**src/rtl/process_element_mul_arbiter.sv**
```systemverilog
// Round-robin arbiter sharing one pipelined signed multiplier among NUM_REQ requesters.
// A tag pipeline follows each operation through the multiplier so that each product
// is returned with the ID of the requester that issued it.
// Optional build macro PE_MUL_ARB_STATS_EN adds the stat_clr input and the
// saturating stat_issued / stat_stall counters.
module process_element_mul_arbiter #(
    parameter int unsigned NUM_REQ     = 4,
    parameter int unsigned MUL_LATENCY = 4,
    parameter int unsigned din0_WIDTH  = 16,
    parameter int unsigned din1_WIDTH  = 8,
    parameter int unsigned dout_WIDTH  = 24,
    parameter int unsigned ID_W        = $clog2(NUM_REQ)
) (
    input  logic                          clk,
    input  logic                          reset,
`ifdef PE_MUL_ARB_STATS_EN
    input  logic                          stat_clr,
    output logic [31:0]                   stat_issued,
    output logic [31:0]                   stat_stall,
`endif
    input  logic [NUM_REQ-1:0]            req_valid,
    output logic [NUM_REQ-1:0]            req_ready,
    input  logic [NUM_REQ*din0_WIDTH-1:0] req_a,
    input  logic [NUM_REQ*din1_WIDTH-1:0] req_b,
    output logic                          mul_ce,
    output logic [din0_WIDTH-1:0]         mul_din0,
    output logic [din1_WIDTH-1:0]         mul_din1,
    input  logic [dout_WIDTH-1:0]         mul_dout,
    output logic                          res_valid,
    input  logic                          res_ready,
    output logic [ID_W-1:0]               res_id,
    output logic [dout_WIDTH-1:0]         res_data
);

    logic [MUL_LATENCY-1:0] tag_vld_q;
    logic [ID_W-1:0]        tag_id_q [MUL_LATENCY];
    logic [ID_W-1:0]        last_grant_q;

    logic                   stall;
    logic                   found;
    logic                   grant_valid;
    logic [ID_W-1:0]        grant_id;
    logic [ID_W-1:0]        cand;

    // Stall only when a finished result is waiting on the consumer; reset flushes freely.
    always_comb begin
        stall  = tag_vld_q[MUL_LATENCY-1] & ~res_ready & ~reset;
        mul_ce = ~stall;
    end

    // Round-robin search starting just after the last winner.
    always_comb begin
        found    = 1'b0;
        grant_id = '0;
        cand     = '0;
        for (int unsigned k = 1; k <= NUM_REQ; k++) begin
            cand = ID_W'((32'(last_grant_q) + k) % NUM_REQ);
            for (int unsigned i = 0; i < NUM_REQ; i++) begin
                if (!found && cand == ID_W'(i) && req_valid[i]) begin
                    found    = 1'b1;
                    grant_id = cand;
                end
            end
        end
        grant_valid = found & ~stall & ~reset;
    end

    // Winner's ready and operands; bubbles drive zeros into the multiplier.
    always_comb begin
        req_ready = '0;
        mul_din0  = '0;
        mul_din1  = '0;
        for (int unsigned i = 0; i < NUM_REQ; i++) begin
            if (grant_valid && grant_id == ID_W'(i)) begin
                req_ready[i] = 1'b1;
                mul_din0     = req_a[i*din0_WIDTH +: din0_WIDTH];
                mul_din1     = req_b[i*din1_WIDTH +: din1_WIDTH];
            end
        end
    end

    // Tag pipeline mirrors the multiplier: shifts only on enabled cycles.
    always_ff @(posedge clk) begin
        if (reset) begin
            tag_vld_q <= '0;
            for (int unsigned i = 0; i < MUL_LATENCY; i++) begin
                tag_id_q[i] <= '0;
            end
        end else if (mul_ce) begin
            tag_vld_q[0] <= grant_valid;
            tag_id_q[0]  <= grant_valid ? grant_id : '0;
            for (int unsigned i = 1; i < MUL_LATENCY; i++) begin
                tag_vld_q[i] <= tag_vld_q[i-1];
                tag_id_q[i]  <= tag_id_q[i-1];
            end
        end
    end

    // Remember the last winner; reset value makes requester 0 win first.
    always_ff @(posedge clk) begin
        if (reset) begin
            last_grant_q <= ID_W'(NUM_REQ - 1);
        end else if (grant_valid) begin
            last_grant_q <= grant_id;
        end
    end

    // Result channel taps the last tag stage; data holds because the multiplier is stalled.
    always_comb begin
        res_valid = tag_vld_q[MUL_LATENCY-1] & ~reset;
        res_id    = tag_id_q[MUL_LATENCY-1];
        res_data  = mul_dout;
    end

`ifdef PE_MUL_ARB_STATS_EN
    // Saturating handshake and stall counters; clear wins over increment.
    always_ff @(posedge clk) begin
        if (reset || stat_clr) begin
            stat_issued <= '0;
            stat_stall  <= '0;
        end else begin
            if (grant_valid && stat_issued != 32'hFFFF_FFFF) begin
                stat_issued <= stat_issued + 32'd1;
            end
            if (stall && stat_stall != 32'hFFFF_FFFF) begin
                stat_stall <= stat_stall + 32'd1;
            end
        end
    end
`endif

endmodule
```
**config.mk**
```make
export PLATFORM = sky130hd
export DESIGN_NAME = process_element_mul_arbiter
export DESIGN_NICKNAME = d
export VERILOG_FILES = /design/src/rtl/process_element_mul_arbiter.sv
export SDC_FILE = /design/constraint.sdc
export NUM_CORES = 1
export LEC_CHECK = 0
export ABC_CLOCK_PERIOD_IN_PS = 5600
export CAP_MARGIN = 40
export CORE_UTILIZATION = 31
export DETAILED_ROUTE_END_ITERATION = 6
export HOLD_SLACK_MARGIN = 0.15
export PLACE_DENSITY = 0.87
export SYNTH_ARGS = -nofsm -noshare
export SYNTH_HDL_FRONTEND = slang
export SYNTH_SLANG_ARGS = --single-unit
```
**constraint.sdc**
```tcl
create_clock -name clk -period 5.6 [get_ports clk]
set_input_delay 1.12 -clock clk [delete_from_list [all_inputs] [get_ports clk]]
set_output_delay 1.12 -clock clk [all_outputs]
set_load 0.005 [all_outputs]
```
# Word-level counts from Yosys, hierarchy flattened
# Memories as Yosys holds them, arrays and structs flattened.
# Index checks and enable logic that the tools add are counted.
[classes] add_sub_neg=4 eq_ne=15 mux=54 bitwise_logic=12 reduce_logical=55
[ops] op="2-to-1 mux 16 bit" n=4
[ops] op="2-to-1 mux 2 bit" n=21
[ops] op="logical AND 1 bit" n=35
[ops] op="2-to-1 mux 8 bit" n=4
[ops] op="2-to-1 mux 1 bit" n=25
[ops] op="== test 2 bit (second input constant)" n=10
[ops] op="logical NOT 1 bit" n=15
[ops] op="== test 2 x 1 -> 1 bit (second input constant)" n=5
[ops] op="logical NOT 2 bit" n=5
[ops] op="AND 1 bit" n=5
[ops] op="adder 2 x 1 -> 2 bit (second input constant)" n=2
[ops] op="adder 2 bit (second input constant)" n=2
[ops] op="bitwise OR 1 bit" n=4
[ops] op="NOT 1 bit" n=3
[word_totals] reg_bits=6 ram_bits=8 in_bits=127 output_inout_bits=56 memories=1
[mem_list] name="tag_id_q" words=4 word_bits=2 read_ports=4 rd_clocked_by_memory_dff=0 wr=4 line_no="36" source="logic [ID_W-1:0] tag_id_q [MUL_LATENCY];"

# Longest topological paths before layout
[depth] word_depth=71 mapped_depth=10 depth_no_buf=8

# Least setup slack after synthesis
# Ideal clock, no wire load.
[synth_timing] kind="input port to output port" from="in req_valid[3]" to="out mul_din0[0]" arrival_ns=2.607 required_time_ns=4.480 setup_slack_ns=1.873 stages=7 path_cell_list="a22o_1 > or2_1 > and2_4 > o31ai_4 > buf_6 > mux2i_1 > o22ai_1"
[synth_via] elab_chain_len=57
[synth_rtl] item="start: declaration" line_no="21" source="input logic [NUM_REQ-1:0] req_valid,"
[synth_rtl] item="logical AND 1 bit" line_no="59" source="if (!found && cand == ID_W'(i) && req_valid[i]) begin"
[synth_rtl] item="2-to-1 mux 1 bit" line_no="59"
[synth_rtl] item="logical NOT 1 bit" line_no="59"
[synth_rtl] item="logical AND 1 bit (2 in a row)" line_no="59"
[synth_rtl] item="2-to-1 mux 1 bit" line_no="59"
[synth_rtl] item="logical NOT 1 bit" line_no="59"
[synth_rtl] item="logical AND 1 bit (2 in a row)" line_no="59"
[synth_rtl] item="2-to-1 mux 1 bit" line_no="59"
[synth_rtl] item="[35 not listed]"
[synth_rtl] item="2-to-1 mux 1 bit" line_no="59"
[synth_rtl] item="logical NOT 1 bit" line_no="59"
[synth_rtl] item="logical AND 1 bit (2 in a row)" line_no="59"
[synth_rtl] item="2-to-1 mux 1 bit" line_no="59"
[synth_rtl] item="AND 1 bit (2 in a row)" line_no="65" source="grant_valid = found & ~stall & ~reset;"
[synth_rtl] item="logical AND 1 bit" line_no="74" source="if (grant_valid && grant_id == ID_W'(i)) begin"
[synth_rtl] item="2-to-1 mux 16 bit (3 in a row)" line_no="74"
[synth_rtl] item="2-to-1 mux 16 bit (*)" line_no="74"
[synth_rtl] item="end: declaration" line_no="26" source="output logic [din0_WIDTH-1:0] mul_din0,"
# Every way passes the cells marked *; elsewhere a longest branch is shown, timed or not.

# Worst setup path in the final report
[layout_timing] from="in req_valid[3]" to="out mul_din0[11]"
# The elaborated chain is that of the path after synthesis.

==> impl_metrics.tcl <==
set metrics [dict create \
    synth_area_per_cell_um2 9.138 \
    power.leakage_nw 1.205 \
    die_h_um 76.44 \
    n_fill_cell 476 \
    clk_path_buf_depth 2 \
    fin_crit_ps 4924 \
    n_antenna_cell 0 \
    hold_buffers 0 \
    gp_congestion 0.8302 \
    synth_area_leader_cell "mux2i_1" \
    root_buffer "clkbuf_8" \
    synth_cell_types 27 \
    synthSimpleGateAreaFrac_pct 9.177 \
    dp_hpwl_um 4686 \
    multi_input_area_um2 1062 \
    path_max_fanout 51 \
    max_freq_mhz 203.1 \
    fin_nets 429 \
    synth.area.mux_share_pct 29.13 \
    synthXorXnorAreaFrac_pct 0 \
    critPathKind "primary input to output pin" \
    rows 26 \
    core_um2 5238 \
    layout_common_cells "clkdlybuf4s50_1, mux2i_1, o22ai_1, nor2_1, edfxtp_1" \
    yosysTopAreaCellShare_pct 29.13 \
    status "completed" \
    dieArea_um2 5843 \
    clk_latency_ps 240 \
    wl_per_cell_um 15.91 \
    first_pass_iters 4 \
    num_vias 1802 \
    clk_pin_slew_worst_paths_ps 60 \
    fin_crit_sh_pct 87.93 \
    start_util_pct 32.80 \
    max-vdd-ir-drop_mv 0.7714 \
    cts_tree "built" \
    synth_flop_cell "edfxtp_1" \
    slew_headroom_pct 66.46 \
    synth_top_family_by_area "multiplexers" \
    port_buffers 134 \
    syn-cell-area_um2 1718 \
    slew_viol_final 0 \
    ff2ff_path_depth 9 \
    antenna_found_initial 0 \
    final_common_cell "clkdlybuf4s50_1" \
    yosysWarnings 0 \
    clock_sinks 14 \
    power.density_nw_per_um2 587.9 \
    cts_resized 0 \
    htree_levels 1 \
    grt_max_degree 52 \
    drive_above_1_share_pct 4.054 \
    synth-async-reset-ratio_pct 0 \
    startpoint_type "primary input" \
    ys_seq_elements 14 \
    critPathCaptureType "output pin" \
    grt_pass1_wl_um 8700 \
    io_pins 183 \
    synth_nets 320 \
    finalSetupViolCount 0 \
    worstPathArrival_ps 3800 \
    synth-compound-area-share_pct 19.88 \
    hold_path.class "register to register" \
    routed_wl_um 5824 \
    regArea_um2 360.3 \
    final_hold_viol_count 0 \
    grt_pass1_vias 1796 \
    worstPathRequired_ps 4480 \
    seq_area_frac_synth_pct 20.98 \
    track_usage_pct 18.53 \
    netlist_instances 188 \
    synth_fa_ha_area_share_pct 3.642 \
    drc_errors 0 \
    first_iter_violations 96 \
    overflow 0 \
    via_per_inst 4.923 \
    holdPathStages 2 \
    max_cap_violations 0 \
    rsz0062_at_grt "no" \
    synth_edf_count 8 \
    antenna_left 0 \
    tightestPinTransition_ps 501.3 \
    final_util_pct 56.76 \
    dieWidth_um 76.44 \
    post_cts_buffers 0 \
    fin_skew_ps 1.314 \
    synth.area.top_cells "mux2i_1, edfxtp_1, buf_4" \
    numCtsBuffers 3 \
    setup_tns_ps 0 \
    syn2layout_area_growth_pct 73.05 \
]
==> metrics by stage <==
stage	setup WS [ps]	instances	hold WS (ps)	area, µm²	power [W]
final	676.1	366	457.6	2973	0.001748
after global routing	489.3	366	464.1	2973	0.001875
after CTS	678.6	366	455.5	2973	0.001765
after detailed placement	673.6	362	445.7	2928	0.001674
after global placement	698.5	362	431.4	2928	0.001653
after floorplan	1873	188	422.7	1718	0.001183
==> area by class of cell <==
type | instances | share of cell area, %
Clock buffer | 3 | 1.389
Clock inverter | 1 | 0.1263
Inverter | 7 | 0.8838
Multi-Input combinational cell | 132 | 35.73
Sequential cell | 14 | 12.12
Tap cell | 70 | 2.946
Timing Repair Buffer | 139 | 46.80
==> metal layers <==
layer,track usage (%),up-vias,share of wire (%)
met5,0,-,0
met4,2.308,0,0.31
met3,3.473,2,6.3
met2,37.30,94,55
met1,20.13,818,38
li1,-,888,-
==> sequential cells by signal (all words and copies together), names as in the netlist <==
signal,cells
tag_id_q,8
last_grant_q,2
tag_vld_q,4
==> synthesized netlist by cell type, types with 2 or more instances <==
library cell / number
a21oi_1: 2
a22o_1: 5
a22oi_1: 5
and2_1: 7
buf_2: 5
buf_4: 25
buf_6: 5
dfxtp_1: 6
edfxtp_1: 8
ha_1: 5
inv_1: 7
mux2i_1: 50
nand2_1: 4
nand2b_1: 2
nor2_1: 9
nor2b_1: 3
o21ai_0: 6
o22ai_1: 24
or2_1: 2
==> final timing paths <==
| kind | start | to | slack [ps] |
|---|---|---|---|
| max | req_valid[3] | mul_din0[11] | 680 |
| min | tag_vld_q[0] | tag_vld_q[0] | 460 |
| max reg2reg | last_grant_q[1] | tag_id_q[0][1] | 2980 |
| min reg2reg | tag_vld_q[0] | tag_vld_q[0] | 460 |
==> kinds of logic (layout without fill, tap and decap cells) <==
group,after synthesis,after routing
AOI/OAI and AO/OA,47,47
adders and majority gates,5,5
DFF,14,14
buffers and inverters,42,150
and+or+nand+nor,30,30
muxes,50,50
==> critical path, cell delays in order <==
cell	delay [ps]
clkdlybuf4s50_1	490
a22o_1	270
a221oi_4	280
nand2_2	120
o31ai_4	290
buf_12	340
mux2i_1	150
o22ai_1	180
clkdlybuf4s50_1	530
==> where the power goes <==
| part | internal, W | total, W | switching (W) |
|---|---|---|---|
| clock | 0.0000484 | 0.0000825 | 0.0000341 |
| sequential | 0.000136 | 0.000152 | 0.0000162 |
| combinational | 0.000839 | 0.00151 | 0.000674 |
| total | 0.00102 | 0.00175 | 0.000724 |
Note: power is estimated with default switching activity, not from simulation.
